<file path="src/rtl/register_file_sb.sv">
// Multi-read, dual-write register file with per-register busy scoreboard for decode stall.
// Reads are combinational (optional same-cycle forwarding); writes, issue and flush act on the rising edge.
module register_file_sb #(
    parameter int BIT_WIDTH       = 32,
    parameter logic [BIT_WIDTH-1:0] RESET_VALUE = '0,
    parameter int REG_INDEX_WIDTH = 4,
    parameter int NUM_READ        = 2,
    parameter int BYPASS          = 1
) (
    input  logic                                clk,
    input  logic                                reset,
    input  logic [NUM_READ*REG_INDEX_WIDTH-1:0] rd_ind,
    input  logic [NUM_READ-1:0]                 rd_used,
    output logic [NUM_READ*BIT_WIDTH-1:0]       rd_data,
    output logic [NUM_READ-1:0]                 rd_busy,
    output logic                                stall,
    input  logic                                en_write0,
    input  logic [REG_INDEX_WIDTH-1:0]          dr_ind0,
    input  logic [BIT_WIDTH-1:0]                data_in0,
    input  logic                                en_write1,
    input  logic [REG_INDEX_WIDTH-1:0]          dr_ind1,
    input  logic [BIT_WIDTH-1:0]                data_in1,
    input  logic                                issue_en,
    input  logic [REG_INDEX_WIDTH-1:0]          issue_ind,
    input  logic                                flush
);
    localparam int DEPTH = 2 ** REG_INDEX_WIDTH;
    localparam bit BYP   = (BYPASS != 0);

    logic [BIT_WIDTH-1:0] mem [DEPTH];
    logic [DEPTH-1:0]     busy;
    logic [DEPTH-1:0]     busy_nxt;

    // Lowest priority applied first so later statements override: write clear < issue set < flush.
    always_comb begin
        busy_nxt = busy;
        if (en_write0) busy_nxt[dr_ind0] = 1'b0;
        if (en_write1) busy_nxt[dr_ind1] = 1'b0;
        if (issue_en)  busy_nxt[issue_ind] = 1'b1;
        if (flush)     busy_nxt = '0;
    end

    // Port 1 is written first so port 0 overrides on an index collision.
    always_ff @(posedge clk or posedge reset) begin
        if (reset) begin
            for (int i = 0; i < DEPTH; i++) mem[i] <= RESET_VALUE;
            busy <= '0;
        end else begin
            if (en_write1) mem[dr_ind1] <= data_in1;
            if (en_write0) mem[dr_ind0] <= data_in0;
            busy <= busy_nxt;
        end
    end

    for (genvar k = 0; k < NUM_READ; k++) begin : g_rd
        logic [REG_INDEX_WIDTH-1:0] ind;
        logic                       hit0;
        logic                       hit1;

        assign ind  = rd_ind[k*REG_INDEX_WIDTH +: REG_INDEX_WIDTH];
        // Forwarding is suppressed in reset so reads show the cleared array.
        assign hit0 = BYP && !reset && en_write0 && (dr_ind0 == ind);
        assign hit1 = BYP && !reset && en_write1 && (dr_ind1 == ind);

        assign rd_data[k*BIT_WIDTH +: BIT_WIDTH] = hit0 ? data_in0 :
                                                  hit1 ? data_in1 : mem[ind];
        assign rd_busy[k] = busy[ind] && !(hit0 || hit1);
    end

    assign stall = |(rd_busy & rd_used);
endmodule
</file>
<file path="config.mk">
export PLATFORM = sky130hd
export DESIGN_NAME = register_file_sb
export DESIGN_NICKNAME = d
export VERILOG_FILES = /design/src/rtl/register_file_sb.sv
export SDC_FILE = /design/constraint.sdc
export NUM_CORES = 2
export LEC_CHECK = 0
export BUFFER_PORTS_ARGS = -buffer_cell sky130_fd_sc_hd__buf_2
export CORE_ASPECT_RATIO = 1.2
export CORE_MARGIN = 2
export CORE_UTILIZATION = 40
export CTS_BUF_LIST = sky130_fd_sc_hd__clkbuf_4
export DETAILED_ROUTE_END_ITERATION = 8
export PLACE_DENSITY = 0.67
export SLEW_MARGIN = 20
export SYNTH_ARGS = -nofsm -noshare
export SYNTH_HDL_FRONTEND = slang
export SYNTH_SLANG_ARGS = --single-unit
</file>
<file path="constraint.sdc">
create_clock -name clk -period 23.1 [get_ports clk]
set_input_delay 4.62 -clock clk [delete_from_list [all_inputs] [get_ports clk]]
set_output_delay 4.62 -clock clk [all_outputs]
set_load 0.1 [all_outputs]
</file>
==> flow_metrics.env <==
export IMPL_status="finished clean"
export IMPL_rsz0062_at_grt="no"
export IMPL_cts_sinks=528
export IMPL_rr_worst_depth=2
export IMPL_hold_viol=0
export IMPL_syn_nets=3304
export IMPL_synth_cell_area_um2=34400
export IMPL_die_area_um2=88300
export IMPL_synth_edf_count=0
export IMPL_io_pins=159
export IMPL_final_cell_mix="dfrtp_1, mux2i_1, nor2_1, a21oi_1, nand2_1"
export IMPL_rrSetupSlack_ns=22.27
export IMPL_cts_tree="done"
export IMPL_first_iter_violations=2762
export IMPL_min_period_ns=13.17
export IMPL_layout_nets=3237
export IMPL_ctsHoldBuffers=0
export IMPL_final_layout_size_suffix_gt1_frac=0.213
export IMPL_drc_errors=0
export IMPL_io_buffers=158
export IMPL_path_class="primary input to primary output"
export IMPL_cts_htree_levels=4
export IMPL_numCtsBuffers=136
export IMPL_wl_per_cell_um=26.9
export IMPL_hold_class="register to register"
export IMPL_start_util=0.404
export IMPL_synthToLayoutAreaGrowth_pct=6.75
export IMPL_placed_cell_area_um2=35000
export IMPL_die_x_um=272
export IMPL_insertion_delay_ns=1.06
export IMPL_rows=117
export IMPL_cp_arrival_ns=8.55
export IMPL_core_um2=85100
export IMPL_netlist_area_leader_share=0.384
export IMPL_synth_flop_cell="dfrtp_1"
export IMPL_synthCells=3212
export IMPL_synthArstFlopShare=1.00
export IMPL_worst_clock_skew_ns=0
export IMPL_setup_viol=0
export IMPL_vdd_ir_drop_max_mv=0.0571
export IMPL_final_common_cell="dfrtp_1"
export IMPL_post_cts_buffers=0
export IMPL_vias_per_cell=6.19
export IMPL_syn_area_per_cell_um2=10.7
export IMPL_fin_util=0.432
export IMPL_ys_ff_latch=528
export IMPL_synth_compound_area_frac=0.126
export IMPL_synth_simple_area_share=0.0916
export IMPL_yosysWarningCount=0
export IMPL_synth_distinct_cells=45
export IMPL_clk_pin_slew_worst_paths_ns=0.07
export IMPL_power_per_cell_area_nw_per_um2=87.1
export IMPL_globalplace_congestion=0.801
export IMPL_die_y_um=325
export IMPL_critPathMaxFanout=51
export IMPL_worst_setup_path_end_kind="primary output"
export IMPL_synth_adder_area_share=0
export IMPL_fmaxAchievable_mhz=75.9
export IMPL_clockRootBuffer="clkbuf_4"
export IMPL_firstDrtPassIters=5
export IMPL_start_kind="primary input"
export IMPL_drv_slew=0
export IMPL_final_antenna_net_count=0
export IMPL_hold_path_cell_count=2
export IMPL_grt_max_degree=143
export IMPL_grt_pass1_wl_um=176000
export IMPL_p_leak_nw=15.5
export IMPL_required_ns=18.48
export IMPL_synth_top_area_cell="dfrtp_1"
export IMPL_antenna_found_initial=19
export IMPL_setup_tns_ns=0
export IMPL_period_share=0.570
export IMPL_max_slew_margin=0.216
export IMPL_synth_mux_area_frac=0.327
export IMPL_track_usage=0.264
export IMPL_grt_pass1_vias=27000
export IMPL_synth_top_family_by_area="multiplexers"
export IMPL_cts_resized_gates=0
export IMPL_drt_total_wl_um=118000
export IMPL_cts_buffer_depth=3
export IMPL_max_cap_violations=0
export IMPL_synth_seq_area_share=0.384
export IMPL_vias=27100
export IMPL_max_slew_worst_pin_slew_ns=1.18
export IMPL_fin_area_um2=36700
export IMPL_grt_overflow=0
export IMPL_synthTopCellsByArea="dfrtp_1, mux2i_1, mux4_2, a21oi_1, nor2_1"
export IMPL_place_hpwl_um=65100
export IMPL_synthXorXnorAreaFrac=0.00408
[routing by layer]
layer / global-route usage / wire length (µm) / vias to the layer above
met5: 0 / 116 / -
met1: 0.327 / 45100 / 13500
met4: 0.140 / 6400 / 20
met3: 0.0605 / 9880 / 441
li1: - / - / 11700
met2: 0.429 / 56100 / 1426
[cell families (layout without fill, tap and decap cells)]
kind of cell	Yosys count	after routing
flip-flops	528	528
AND/OR/NAND/NOR	750	750
XOR/XNOR	16	16
buffers and inverters	413	435
AO/OA/AOI/OAI	726	726
other	0	11
multiplexers	779	779
[report_power, final]
group / leakage, nW / internal, mW / switching, mW
registers: 6.26 / 1.16 / 0.177
clock network: 0.996 / 0.421 / 0.417
logic: 8.23 / 0.435 / 0.589
[sequential cells by signal, indices dropped and copies added (netlist names)]
signal and count:
mem 512, busy 16
[Yosys cell counts, types with 11 or more instances]
library cell and number:
buf_12 11, o21ai_0 139, dfrtp_1 528, nand3_1 13, mux2i_1 514, clkbuf_1 208, buf_2 74, buf_1 34
nand2_1 279, mux4_1 37, a22oi_1 132, o21ai_1 53, a21oi_1 329, nor2_1 345, buf_4 39, xnor2_1 12
buf_6 27, and2_1 66, mux4_2 222, nor2b_1 11, a221o_1 64
[worst paths after layout]
kind                                 from           to
max in group asynchronous           reset     mem[274]
worst max-delay path            rd_ind[0]  rd_data[22]
worst min register to register    busy[5]      busy[5]
worst max register to register   mem[273]     mem[273]
worst min-delay path              busy[5]      busy[5]
min in group asynchronous           reset     busy[12]
[stage by stage]
step / hold slack [ns] / power [mW] / instances / setup WS, ns
after CTS: 0.554 / 3.20 / 4364 / 9.84
after detailed placement: 0.535 / 2.37 / 4137 / 9.83
after floorplan: 0.500 / 2.15 / 3212 / 2.07
after global routing: 0.599 / 3.36 / 4368 / 9.64
final: 0.561 / 3.20 / 4375 / 9.93
after global placement: 0.531 / 2.33 / 4136 / 9.92
[cell type report]
type | instances | area (µm²)
clock inverter | 38 | 267
inverter | 2 | 11.3
antenna | 11 | 27.5
fill | 7948 | 48300
tap | 1130 | 1410
clock buffer | 189 | 1420
multi-input combinational | 2271 | 19200
sequential | 528 | 13200
timing repair buffer | 206 | 1200
[critical path, cell delays in order]
cell	delay (ns)
buf_8	0.47
buf_4	0.80
buf_4	0.89
mux4_2	0.60
a22oi_1	0.26
nand2_1	0.08
a221o_1	0.38
buf_2	0.33
Note: power is estimated with default switching activity, not from simulation.
